### config.mk
export PLATFORM = sky130hd
export DESIGN_NAME = if_id_buffer_flat
export DESIGN_NICKNAME = d
export VERILOG_FILES = /design/src/rtl/if_id_buffer_if.sv /design/src/rtl/if_id_buffer.sv /design/src/flat_wrapper.sv
export SDC_FILE = /design/constraint.sdc
export NUM_CORES = 1
export LEC_CHECK = 0
export ABC_AREA = 1
export BUFFER_PORTS_ARGS = -buffer_cell sky130_fd_sc_hd__buf_2
export CORE_AREA = 5 5 135 98
export DETAILED_ROUTE_END_ITERATION = 10
export DIE_AREA = 0 0 140 103
export PLACE_DENSITY = 0.88
export SYNTH_ARGS = -nofsm -noshare
export SYNTH_HDL_FRONTEND = slang
export SYNTH_SLANG_ARGS = --single-unit
### constraint.sdc
create_clock -name clk -period 5.3 [get_ports clk]
set_input_delay 0.265 -clock clk [delete_from_list [all_inputs] [get_ports clk]]
set_output_delay 0.265 -clock clk [all_outputs]
set_load 0.02 [all_outputs]
### src/rtl/if_id_buffer_if.sv
// Fetch/decode handshake bundle for the IF/ID pipeline buffer.
//   slave  : buffer side. It receives the fetch word, flush and dec_ready,
//            and drives fetch_ready plus the decode head outputs.
//   master : environment side (fetch + decode), the mirror of slave.
// Signals:
//   fetch_valid/fetch_instruction/fetch_pc/fetch_ready : fetch handshake
//   flush                                              : discard all words
//   dec_valid/dec_ready/dec_instruction/dec_pc/
//   dec_pc_plus4/dec_illegal                           : decode handshake
interface if_id_buffer_if #(
  parameter int unsigned INSTRUCTION = 32,
  parameter int unsigned ADDRESS     = 32
);
  logic                   fetch_valid;
  logic [INSTRUCTION-1:0] fetch_instruction;
  logic [ADDRESS-1:0]     fetch_pc;
  logic                   fetch_ready;
  logic                   flush;
  logic                   dec_valid;
  logic                   dec_ready;
  logic [INSTRUCTION-1:0] dec_instruction;
  logic [ADDRESS-1:0]     dec_pc;
  logic [ADDRESS-1:0]     dec_pc_plus4;
  logic                   dec_illegal;

  modport slave (
    input  fetch_valid, fetch_instruction, fetch_pc, flush, dec_ready,
    output fetch_ready, dec_valid, dec_instruction, dec_pc, dec_pc_plus4,
           dec_illegal
  );

  modport master (
    output fetch_valid, fetch_instruction, fetch_pc, flush, dec_ready,
    input  fetch_ready, dec_valid, dec_instruction, dec_pc, dec_pc_plus4,
           dec_illegal
  );
endinterface

### src/rtl/if_id_buffer.sv
// IF/ID pipeline buffer: a DEPTH-entry FIFO of (instruction, pc) pairs
// between fetch and decode with valid/ready handshakes on both sides.
// Ports:
//   clk  : clock, all state updates on the rising edge
//   rst  : synchronous active-high reset (wins over flush)
//   bus  : if_id_buffer_if.slave (fetch word in, decode head out, flush)
// Head outputs come only from storage: a word pushed at one edge is seen
// by decode after that edge, never in the same cycle.
// Optional macro IF_ID_ILLEGAL_CHECK_EN: store a per-entry flag marking
// words that are all-zero or lack the 2'b11 uncompressed opcode suffix,
// reported on dec_illegal. Without it dec_illegal is tied to 0.
module if_id_buffer #(
  parameter int unsigned INSTRUCTION = 32,
  parameter int unsigned ADDRESS     = 32,
  parameter int unsigned DEPTH       = 2
) (
  input logic           clk,
  input logic           rst,
  if_id_buffer_if.slave bus
);
  localparam int unsigned PTR_W = $clog2(DEPTH);
  localparam int unsigned CNT_W = $clog2(DEPTH + 1);
  localparam logic [INSTRUCTION-1:0] NOP = INSTRUCTION'(32'h0000_0013);

  logic [INSTRUCTION-1:0] instr_mem [DEPTH];
  logic [ADDRESS-1:0]     pc_mem    [DEPTH];
  logic [PTR_W-1:0]       head;
  logic [PTR_W-1:0]       tail;
  logic [CNT_W-1:0]       count;
  logic                   not_full;
  logic                   not_empty;
  logic                   push;
  logic                   pop;
  logic [ADDRESS-1:0]     head_pc;

  // Readiness depends on occupancy only, so a pop never frees a slot for a
  // push in the same cycle.
  assign not_full  = count < CNT_W'(DEPTH);
  assign not_empty = count != '0;
  assign push      = bus.fetch_valid & not_full & ~bus.flush;
  assign pop       = not_empty & bus.dec_ready & ~bus.flush;

  always_ff @(posedge clk) begin
    if (rst || bus.flush) begin
      count <= '0;
      head  <= '0;
      tail  <= '0;
    end else begin
      if (push) tail <= tail + PTR_W'(1);
      if (pop)  head <= head + PTR_W'(1);
      case ({push, pop})
        2'b10:   count <= count + CNT_W'(1);
        2'b01:   count <= count - CNT_W'(1);
        default: count <= count;
      endcase
    end
  end

  always_ff @(posedge clk) begin
    if (push) begin
      instr_mem[tail] <= bus.fetch_instruction;
      pc_mem[tail]    <= bus.fetch_pc;
    end
  end

`ifdef IF_ID_ILLEGAL_CHECK_EN
  logic [DEPTH-1:0] ill_mem;
  logic             head_ill;

  always_ff @(posedge clk) begin
    if (push) begin
      ill_mem[tail] <= (bus.fetch_instruction[1:0] != 2'b11) |
                       (bus.fetch_instruction == '0);
    end
  end

  assign head_ill = ill_mem[head];
`else
  logic head_ill;
  assign head_ill = 1'b0;
`endif

  always_comb begin
    bus.fetch_ready     = not_full;
    bus.dec_valid       = not_empty;
    bus.dec_instruction = NOP;
    head_pc             = '0;
    bus.dec_illegal     = 1'b0;
    if (not_empty) begin
      bus.dec_instruction = instr_mem[head];
      head_pc             = pc_mem[head];
      bus.dec_illegal     = head_ill;
    end
    bus.dec_pc       = head_pc;
    bus.dec_pc_plus4 = head_pc + ADDRESS'(4);
  end
endmodule

### src/flat_wrapper.sv
// flat-port wrapper written by rule: the top's interface ports become plain ports
module if_id_buffer_flat 
#(
  parameter int unsigned INSTRUCTION = 32,
  parameter int unsigned ADDRESS     = 32,
  parameter int unsigned DEPTH       = 2
)
  (clk, rst, bus_fetch_valid, bus_fetch_instruction, bus_fetch_pc, bus_flush, bus_dec_ready, bus_fetch_ready, bus_dec_valid, bus_dec_instruction, bus_dec_pc, bus_dec_pc_plus4, bus_dec_illegal);
  if_id_buffer_if #(.INSTRUCTION(INSTRUCTION), .ADDRESS(ADDRESS)) bus_i ();
  input logic clk;
  input logic rst;
  input wire logic [$bits(bus_i.fetch_valid)-1:0] bus_fetch_valid;
  input wire logic [$bits(bus_i.fetch_instruction)-1:0] bus_fetch_instruction;
  input wire logic [$bits(bus_i.fetch_pc)-1:0] bus_fetch_pc;
  input wire logic [$bits(bus_i.flush)-1:0] bus_flush;
  input wire logic [$bits(bus_i.dec_ready)-1:0] bus_dec_ready;
  output wire logic [$bits(bus_i.fetch_ready)-1:0] bus_fetch_ready;
  output wire logic [$bits(bus_i.dec_valid)-1:0] bus_dec_valid;
  output wire logic [$bits(bus_i.dec_instruction)-1:0] bus_dec_instruction;
  output wire logic [$bits(bus_i.dec_pc)-1:0] bus_dec_pc;
  output wire logic [$bits(bus_i.dec_pc_plus4)-1:0] bus_dec_pc_plus4;
  output wire logic [$bits(bus_i.dec_illegal)-1:0] bus_dec_illegal;
  assign bus_i.fetch_valid = bus_fetch_valid;
  assign bus_i.fetch_instruction = bus_fetch_instruction;
  assign bus_i.fetch_pc = bus_fetch_pc;
  assign bus_i.flush = bus_flush;
  assign bus_i.dec_ready = bus_dec_ready;
  assign bus_fetch_ready = bus_i.fetch_ready;
  assign bus_dec_valid = bus_i.dec_valid;
  assign bus_dec_instruction = bus_i.dec_instruction;
  assign bus_dec_pc = bus_i.dec_pc;
  assign bus_dec_pc_plus4 = bus_i.dec_pc_plus4;
  assign bus_dec_illegal = bus_i.dec_illegal;
  if_id_buffer #(.INSTRUCTION(INSTRUCTION), .ADDRESS(ADDRESS), .DEPTH(DEPTH)) u_core (.clk(clk), .rst(rst), .bus(bus_i));
endmodule
## After elaboration in Yosys (flattened, before gate mapping)

Memories as Yosys holds them, arrays and structs flattened. A register that Yosys moved wholly into a read port is not among the register bits.
Cells that the tools add are included.

- Bits in registers: 4
- Bits in latches: 0
- RAM bits: 128
- ROM bits: 0
- Output and inout port bits: 99
- Word-level logic and storage cells: 30
- Memories: 2

Memory list:

| memory | depth | bits a word | read ports | clocked after memory_dff | write ports | RTL line | source |
|---|---|---|---|---|---|---|---|
| u_core.instr_mem | 2 | 32 | 1 | 1 | 1 | if_id_buffer.sv:25 | `logic [INSTRUCTION-1:0] instr_mem [DEPTH];` |
| u_core.pc_mem | 2 | 32 | 1 | 1 | 1 | if_id_buffer.sv:26 | `logic [ADDRESS-1:0] pc_mem [DEPTH];` |

- Add/sub/neg operators: 5
- Multiply operators: 0
- Divide/modulo/power cells: 0
- Magnitude comparators: 1
- Equal/unequal tests: 2
- Shifts and indexed selects: 0
- Mux-type cells: 9
- Bitwise operators: 5
- Reduce and logical (&&, ||, !) cells: 3

Operators with widths:

| cell | number |
|---|---|
| 2-to-1 mux 32 bit | 2 |
| adder 32 x 3 -> 32 bit (second input constant) | 1 |
| 2-to-1 mux 1 bit | 6 |
| AND 1 bit | 4 |
| case mux 2 bit (2 select lines) | 1 |
| nonzero test 2 bit | 2 |
| adder 1 bit (second input constant) | 2 |
| adder 2 x 1 -> 2 bit (second input constant) | 1 |
| == test 2 x 1 -> 1 bit (second input constant) | 1 |
| == test 2 bit (second input constant) | 1 |
| less-than comparator 2 bit (second input constant) | 1 |
| subtractor 2 x 1 -> 2 bit (second input constant) | 1 |
| logical OR 1 bit | 1 |
| NOT 1 bit | 1 |

## Depth between registers and ports, before layout

Gate-level depths: netlist of run 1.

- Depth after elaboration: 5
- Mapped depth: 14
- Gate-level depth less buffers: 13

## Worst setup path after synthesis of run 1

Ideal clock, no wire load.

- Kind: reg-to-reg
- Start: register u_core.count[1]
- End: memory u_core.instr_mem[1][0], enable pin
- Library setup time: 488 ps
- Arrival time: 3257 ps
- Data required time: 4812 ps
- Setup slack: 1555 ps
- Stages on the path, launching flop included: 4
- Buffers on the path: 0
- Clock period less this slack: 3745 ps
- Cells stage by stage: dfxtp_1 nor2_1 nand2_1 nor2_1

- Word-level cells in the longest chain between the ends: 5

Ends and longest elaborated chain:

| what | RTL line | source |
|---|---|---|
| start, declared | if_id_buffer.sv:29 | `logic [CNT_W-1:0] count;` |
| start signal, assigned | if_id_buffer.sv:52 | `2'b10: count <= count + CNT_W'(1);` |
| start signal, assigned | if_id_buffer.sv:53 | `2'b01: count <= count - CNT_W'(1);` |
| start signal, assigned | if_id_buffer.sv:54 | `default: count <= count;` |
| less-than comparator 2 bit | if_id_buffer.sv:38 | `assign not_full = count < CNT_W'(DEPTH);` |
| AND 1 bit (2 in series) | if_id_buffer.sv:40 | `assign push = bus.fetch_valid & not_full & ~bus.flush;` |
| 2-to-1 mux 1 bit | if_id_buffer.sv:60 | `if (push) begin` |
| 2-to-1 mux 1 bit (implied by the code) | if_id_buffer.sv:61 | `instr_mem[tail] <= bus.fetch_instruction;` |
| end, declared | if_id_buffer.sv:25 |  |

No other way between the ends.

==> results.yml, run 1 <==
outcome:
  outcome: "complete, no violations"
sta:
  skew_ns: 0.0115
  rsz0062_at_grt: "false"
  hold_violations: 0
  maxSlewViolCount: 0
  setup_tns_ns: 0
  period_minus_slack_ns: 3.59
  worst_pin_slew_ns: 1.09
  finalSetupViolCount: 0
  fmax_mhz: 279
  min_period_over_period_pct: 67.7
  maxSlewHeadroom_pct: 27.0
global_routing:
  grt_max_degree: 65
  antenna_found_initial: 3
  grt_usage_pct: 20.0
  first_global_vias: 4431
  grt_pass1_wl_um: 22000
  grt-ovfl-total: 0
placement:
  dp.cells: 927
  io_buffers: 166
  hpwlAfterDp_um: 10300
  gp_congestion: 0.968
cts:
  clock_sinks: 133
  cts_tree: "yes"
  clkLatencyLatePin_ns: 0.41
  root_buffer: "clkbuf_16"
  cts-htree-levels: 4
  cts_hold_buf: 0
  numCtsBuffers: 17
  clockBufferDepth: 2
  postCtsSetupBuffers: 0
  cts.repair.resized: 0
  clkTransAtPathRegs_ns: 0.06
route:
  routed_wl_um: 14500
  drc: 0
  dr.first_iter.drc_count: 416
  drtPass1Iterations: 6
  vias: 4768
  routed_via_density: 4.97
  drtAntennaViolNets: 0
  wl_per_cell_um: 15.1
synth:
  syn_nets: 691
  ys_seq_area_share_pct: 64.5
  syn-instance-count: 620
  async_flop_share_pct: 0
  ys_ff_latch: 133
  synth-edff-count: 128
  synth_cell_type_count: 24
  yosys_warnings: 0
  synth.avg_cell_area_sq_um: 9.86
  syn_area_sq_um: 6110
  ys.flop_type: "edfxtp_1"
floorplanning:
  dieArea_sq_um: 14400
  die_y_um: 103
  fp.coreArea_sq_um: 12000
  die_w_um: 140
  io_pins: 168
  initial_utilization_pct: 50.9
  rows: 34
setup_path:
  cp.required_ns: 5.04
  cp-end-kind: "output pin"
  startpoint_type: "flop"
  critPathTopFamily: "buffers and inverters"
  path_buf_inv: 5
  cpMaxStageDelayCell: "inv_2"
  max_stage_delay_ns: 0.78
  cp_max_fo: 64
  worst_ep_arrival_time_ns: 3.32
  crit_chain: "inv_2 -> nor2_1 -> nor2_1 -> nand2_1 -> inv_1 -> ha_1 -> inv_1 -> nor2_2 -> inv_1 -> nor2_4 -> xor2_1 -> buf_2"
  path_common_cell: "inv_1"
  path_class: "reg -> out"
cells_and_area:
  instances_no_fill: 960
  final_nets: 855
  areaGrowthSynthToFinish_pct: 24.8
  drive_above_1_share_pct: 28.6
  n_fill_cell: 998
power_and_ir_drop:
  p_per_area_nw_per_um2: 328
  max-vdd-ir-drop_v: 0.000357
  p_leak_nw: 3.44
flow_run:
  cap_violations: 0
worst_hold_path:
  hp-class: "in -> reg"
## layout make-up
cell class | count | area (sq um) | area share [%]
Antenna cell | 1 | 2.50 | 0.0328
Clock buffer | 18 | 429 | 5.63
Multi-Input combinational cell | 416 | 1850 | 24.3
Sequential cell | 133 | 3950 | 51.7
Clock inverter | 14 | 159 | 2.08
Tap cell | 162 | 203 | 2.66
Timing Repair Buffer | 170 | 861 | 11.3
Inverter | 46 | 173 | 2.26
## power breakdown
part / internal, W / total, W / switching (W)
combinational: 0.0000494 / 0.000157 / 0.000107
clock: 0.000735 / 0.00115 / 0.000414
sequential: 0.00118 / 0.00119 / 0.00000697
## cell usage after synthesis (5+ instances only)
| cell type | number | area share, % |
|---|---|---|
| buf_2 | 6 | 0.49 |
| inv_1 | 43 | 2.6 |
| nor2_2 | 9 | 0.92 |
| xor2_1 | 14 | 2.0 |
| clkbuf_1 | 5 | 0.31 |
| dfxtp_1 | 5 | 1.6 |
| edfxtp_1 | 128 | 63 |
| a21oi_1 | 35 | 2.9 |
| nand2_2 | 5 | 0.51 |
| nor2_1 | 47 | 2.9 |
| nand3_1 | 43 | 3.5 |
| nor2_4 | 5 | 0.92 |
| buf_4 | 6 | 0.74 |
| nand2_1 | 247 | 15 |
## placed cells by master, fill, tap and decap left out, drive strengths merged
cell type    n
nand2      252
clkbuf      18
diode        1
buf        170
a21oi       35
inv         47
xor2        14
edfxtp     128
conb         1
nor3         4
ha           2
clkinv      10
nor2        61
or2          2
nand3       44
o21ai        1
dfxtp        5
bufinv       3
## kinds of logic (layout without fill, tap and decap cells)
| family | after synthesis | after routing | synth area share (%) |
|---|---|---|---|
| other cells | 1 | 2 | 0.0614 |
| simple gates | 363 | 363 | 24.6 |
| buf+inv | 71 | 248 | 5.41 |
| xor+xnor | 14 | 14 | 2.01 |
| compound gates | 36 | 36 | 2.95 |
| fa+ha+maj | 2 | 2 | 0.409 |
| flops | 133 | 133 | 64.5 |
## metal layers
layer	up-vias	track usage, %	routed length [um]
li1	2363	-	-
met1	2201	27.2	6310
met2	186	31.9	6830
met3	14	6.26	1200
met4	4	4.91	102
met5	-	0	19
## final timing paths
check                                  from                      end  slack (ns)  cells past startpoint
hold reg to reg                 u_core.head                     flop        0.48                      2
setup reg to reg            u_core.count[1]          u_core.count[0]        2.72                      8
hold / removal    bus_fetch_instruction[29]  u_core.instr_mem[0][29]        0.05                      1
setup / recovery                       flop     bus_dec_pc_plus4[10]        1.71                     12
## stage by stage
stage / setup slack (ns) / power (W) / hold WS (ns) / utilization [%] / instance area (sq um)
2_1_floorplan: 1.56 / 0.00130 / 0.364 / - / 6110
3_3_place_gp: 2.29 / 0.00137 / 0.453 / 58.6 / 7030
3_5_place_dp: 2.13 / 0.00137 / 0.456 / 58.6 / 7030
4_1_cts: 1.69 / 0.00252 / 0.0293 / 63.5 / 7620
5_1_grt: 1.31 / 0.00257 / 0.0294 / 63.5 / 7620
6_report: 1.71 / 0.00250 / 0.0450 / 63.5 / 7620
## registers in the layout, summed over array words and instances (netlist names), named ones only
signal            count
u_core.pc_mem        64
u_core.head           1
u_core.tail           1
u_core.instr_mem     64
u_core.count          2
No activity file was read; power rests on OpenSTA's default activity.
==> run 2, diff against run 1 <==
--- a/config.mk
+++ b/config.mk
@@ -7,10 +7,10 @@
 export LEC_CHECK = 0
 export ABC_AREA = 1
 export BUFFER_PORTS_ARGS = -buffer_cell sky130_fd_sc_hd__buf_2
-export CORE_AREA = 5 5 135 98
+export CORE_AREA = 5 5 143 104
 export DETAILED_ROUTE_END_ITERATION = 10
-export DIE_AREA = 0 0 140 103
-export PLACE_DENSITY = 0.88
+export DIE_AREA = 0 0 148 109
+export PLACE_DENSITY = 0.83
 export SYNTH_ARGS = -nofsm -noshare
 export SYNTH_HDL_FRONTEND = slang
 export SYNTH_SLANG_ARGS = --single-unit
==> constraint.sdc (replaced) <==
create_clock -name clk -period 2.88 [get_ports clk]
set_input_delay 0.144 -clock clk [delete_from_list [all_inputs] [get_ports clk]]
set_output_delay 0.144 -clock clk [all_outputs]
set_load 0.02 [all_outputs]
==> results.yml, run 2 (same netlist as run 1, synthesis figures left out) <==
setup_path:
  cp.required_ns: 2.74
  path_class: "reg -> out"
  cpMaxStageDelayCell: "dfxtp_2"
  cp-end-kind: "output pin"
  worst_ep_arrival_time_ns: 2.43
  cp_max_fo: 42
  max_stage_delay_ns: 0.38
  startpoint_type: "flop"
  r2r_slack_ns: 0.96
  crit_chain: "buf_12 -> nand2_1 -> nand2_1 -> nand2_1 -> inv_1 -> ha_1 -> inv_1 -> nor2_4 -> inv_1 -> nor2_4 -> xor2_1 -> buf_2"
power_and_ir_drop:
  p_comb_share_pct: 7.9
  p_int_w: 0.00377
  p_leak_nw: 3.75
  switching_share_pct: 20.4
  max-vdd-ir-drop_v: 0.000421
  p_per_area_nw_per_um2: 564
  clkPwrFrac_pct: 45.7
  seq_power_share_pct: 46.4
  p_switching_w: 0.000963
floorplanning:
  initial_utilization_pct: 45.4
  die_y_um: 109
  fp.coreArea_sq_um: 13500
  io_pins: 168
  die_w_um: 148
  dieArea_sq_um: 16100
  rows: 36
global_routing:
  grt_max_degree: 56
  grt_usage_pct: 20.0
  grt-ovfl-total: 0
  antenna_found_initial: 0
  grt_pass1_wl_um: 24800
  first_global_vias: 4979
worst_hold_path:
  hp-class: "in -> reg"
cts:
  clkLatencyLatePin_ns: 0.40
  clkTransAtPathRegs_ns: 0.05
  root_buffer: "clkbuf_16"
  cts_tree: "yes"
  numCtsBuffers: 17
  clockBufferDepth: 2
  clock_sinks: 133
  cts-htree-levels: 4
  postCtsSetupBuffers: 0
flow_run:
  cap_violations: 0
cells_and_area:
  top_regs: "u_core.instr_mem (64), u_core.pc_mem (64), u_core.count (2)"
  n_antenna_cell: 0
  final_cell_mix: "247 x nand2_1, 166 x buf_2, 128 x edfxtp_1"
  drive_above_1_share_pct: 26.6
  final_nets: 926
  postLayoutCellArea_sq_um: 8380
  areaGrowthSynthToFinish_pct: 37.1
  instances_no_fill: 1038
  layout.cells.most_common: "nand2_1"
placement:
  io_buffers: 166
  gp_congestion: 0.927
  dpl-instance-area_sq_um: 7120
  dp.cells: 943
  hpwlAfterDp_um: 11200
sta:
  min_period_over_period_pct: 89.3
  setup_tns_ns: 0
  fmax_mhz: 389
  rsz0062_at_grt: "false"
  hold_violations: 0
  skew_ns: 0.00790
  maxSlewViolCount: 0
  finalSetupViolCount: 0
  period_minus_slack_ns: 2.57
route:
  drtPass1Iterations: 6
  vias: 5117
  drc: 0
  wl_per_cell_um: 15.5
  drtAntennaViolNets: 0
  routed_wl_um: 16100
  dr.first_iter.drc_count: 389
  routed_via_density: 4.93
outcome:
  outcome: "complete, no violations"
-- run 2: through the flow --
stage	utilization [%]	hold WS [ns]	worst slack, ns	power, W
after floorplan	-	0.243	0.203	0.00240
after CTS	62.1	0.0615	0.0372	0.00476
after global placement	52.9	0.332	0.527	0.00252
after global routing	62.2	0.0908	0.0417	0.00489
after detailed placement	52.9	0.335	0.479	0.00253
final	62.2	0.0785	0.309	0.00473
-- run 2: critical path: cells and delay by family (launching register included) --
family,cells,cell delay (ns)
xor gates and xnor gates,1,0.15
adders and majority gates,1,0.21
buffers and inverters,5,0.73
DFF,1,0.38
and+or+nand+nor,5,0.55
-- run 2: area by class of cell --
class                   count  area (sq um)
fillers                  1104          5090
flip-flops and latches    133          3950
multi-input cells         416          1860
repair buffers            241          1600
clock buffers              20           437
well taps                 171           214
inverters                  46           173
clock inverters            11           159
-- run 2: power groups by stage --
stage          registers, W  logic, W  clock network [W]
2_1_floorplan       0.00223  0.000165                  0
3_3_place_gp        0.00223  0.000293                  0
3_5_place_dp        0.00223  0.000299                  0
5_1_grt             0.00220  0.000405            0.00228
6_report            0.00219  0.000372            0.00216
4_1_cts             0.00219  0.000369            0.00219
-- run 2: final timing paths --
| check | from | endpoint | depth (start not counted) |
|---|---|---|---|
| min reg2reg | u_core.head | u_core.head | 2 |
| max | flop | bus_dec_pc_plus4[10] | 12 |
| max reg2reg | u_core.count[0] | u_core.count[0] | 8 |
| min | rst | u_core.head | 4 |
-- run 2: what timing repair did --
action                     in CTS  in global routing
hold endpoints to repair      128                  0
setup endpoints to repair       0                  5
hold buffers                   64                  0
resized for setup               0                  6
-- run 2: layer usage --
metal,track usage [%],up-vias,wire length [um]
li1,-,2501,-
met1,26.9,2372,7030
met2,32.5,228,7490
met3,5.86,16,1410
met4,4.81,0,173
met5,0,-,0
==> run 3, diff against run 2 <==
--- a/config.mk
+++ b/config.mk
@@ -6,11 +6,11 @@
 export NUM_CORES = 1
 export LEC_CHECK = 0
 export ABC_AREA = 1
-export BUFFER_PORTS_ARGS = -buffer_cell sky130_fd_sc_hd__buf_2
-export CORE_AREA = 5 5 143 104
+export CORE_AREA = 5 5 130 95
 export DETAILED_ROUTE_END_ITERATION = 10
-export DIE_AREA = 0 0 148 109
-export PLACE_DENSITY = 0.83
+export DIE_AREA = 0 0 135 100
+export DONT_BUFFER_PORTS = 1
+export PLACE_DENSITY = 0.82
 export SYNTH_ARGS = -nofsm -noshare
 export SYNTH_HDL_FRONTEND = slang
 export SYNTH_SLANG_ARGS = --single-unit
==> results.yml, run 3 (same netlist as run 1, synthesis figures left out) <==
cts:
  cts_tree: "yes"
  postCtsSetupBuffers: 0
  root_buffer: "clkbuf_16"
  numCtsBuffers: 17
  clkTransAtPathRegs_ns: 0.06
  clock_sinks: 133
  clkLatencyLatePin_ns: 0.41
  cts-htree-levels: 4
  clockBufferDepth: 2
route:
  drc: 0
  drtPass1Iterations: 5
  drtAntennaViolNets: 0
  dr.first_iter.drc_count: 385
  wl_per_cell_um: 17.1
  vias: 4741
  routed_via_density: 5.23
  routed_wl_um: 15500
cells_and_area:
  multi_input_area_sq_um: 1860
  instances_no_fill: 906
  drive_above_1_share_pct: 15.2
  register_area_sq_um: 3950
  top_regs: "u_core.instr_mem (64), u_core.pc_mem (64), u_core.count (2)"
  areaGrowthSynthToFinish_pct: 28.7
  n_fill_cell: 786
  final_nets: 810
  layout.cells.most_common: "nand2_1"
  final_cell_mix: "247 x nand2_1, 128 x edfxtp_1, 70 x dlygate4sd3_1"
sta:
  finalSetupViolCount: 0
  skew_ns: 0.0118
  worst_pin_slew_ns: 0.542
  rsz0062_at_grt: "false"
  fmax_mhz: 384
  maxSlewViolCount: 0
  hold_violations: 0
  setup_tns_ns: 0
  min_period_over_period_pct: 90.5
  maxSlewHeadroom_pct: 64.0
  period_minus_slack_ns: 2.61
placement:
  gp_congestion: 0.957
  dp.cells: 803
  hpwlAfterDp_um: 10700
  io_buffers: 0
global_routing:
  first_global_vias: 4663
  grt_max_degree: 66
  antenna_found_initial: 1
  grt-ovfl-total: 0
  grt_usage_pct: 23.3
  grt_pass1_wl_um: 24100
worst_hold_path:
  hp-class: "in -> reg"
power_and_ir_drop:
  switching_share_pct: 23.4
  max-vdd-ir-drop_v: 0.000397
  clkPwrFrac_pct: 43.3
  p_per_area_nw_per_um2: 565
  p_leak_nw: 3.18
  p_switching_w: 0.00104
  seq_power_share_pct: 49.4
  p_int_w: 0.00340
  power.total_w: 0.00444
  p_comb_share_pct: 7.4
floorplanning:
  die_w_um: 135
  dieArea_sq_um: 13500
  die_y_um: 100
  fp.coreArea_sq_um: 10900
  io_pins: 168
  rows: 32
  initial_utilization_pct: 56.3
setup_path:
  worst_ep_arrival_time_ns: 2.46
  cp_max_fo: 29
  startpoint_type: "flop"
  cp-end-kind: "output pin"
  path_class: "reg -> out"
  cp.required_ns: 2.74
outcome:
  outcome: "complete, no violations"
flow_run:
  cap_violations: 0
==> run 3: path summary, 6_finish.rpt <==
kind | startpoint | end | slack (ns) | depth (start not counted)
worst min-delay path | bus_flush | u_core.count[0] | 0.25 | 4
worst min register to register | u_core.head | flop | 0.51 | 2
worst max-delay path | flop | bus_dec_pc_plus4[10] | 0.27 | 13
worst max register to register | u_core.count[1] | u_core.head | 0.84 | 7
==> run 3: layout make-up <==
class,count,area share [%]
inverters,46,2.20
well taps,153,2.43
repair buffers,125,14.8
clock buffers,17,5.41
diodes,1,0.0318
clock inverters,15,1.35
flip-flops and latches,133,50.2
multi-input cells,416,23.6
==> run 3: critical path, stage by stage (launching register included) <==
cell     delay [ns]
dfxtp_2        0.34
inv_2          0.09
buf_8          0.20
nand2_1        0.07
nand2_1        0.08
nand2_1        0.05
inv_1          0.07
ha_1           0.22
inv_1          0.14
nor2_4         0.17
inv_1          0.12
nor2_4         0.18
xor2_1         0.16
buf_4          0.16
==> run 3: per-stage QoR <==
step                instance area [sq um]  setup slack (ns)  util (%)  hold slack (ns)
finish                               7860             0.273      72.5            0.251
global route                         7860            0.0234      72.5            0.247
CTS                                  7840             0.119      72.3            0.226
detailed placement                   6610             0.562      60.9            0.243
global placement                     6610             0.653      60.9            0.243
floorplan                            6120             0.203         -            0.243
==> run 3: power by group through the flow <==
| stage | Clock [W] | Combinational (W) | Sequential [W] |
|---|---|---|---|
| 6_report | 0.00192 | 0.000328 | 0.00219 |
| 5_1_grt | 0.00206 | 0.000353 | 0.00220 |
| 4_1_cts | 0.00195 | 0.000325 | 0.00219 |
| 3_5_place_dp | 0 | 0.000235 | 0.00223 |
| 3_3_place_gp | 0 | 0.000233 | 0.00223 |
| 2_1_floorplan | 0 | 0.000165 | 0.00223 |
==> run 3: timing repair <==
item                                    4_1_cts  5_1_grt
endpoints found under the hold margin       133        0
endpoints found under the setup margin        0        5
hold buffers                                 70        0
gates resized for setup                       0        5
==> run 3: metal layers <==
metal	GRT usage [%]	vias up	wire length, um
met1	29.7	2262	6410
met4	6.51	0	125
li1	-	2258	-
met3	7.67	8	1330
met2	38.6	213	7650
met5	0	-	0
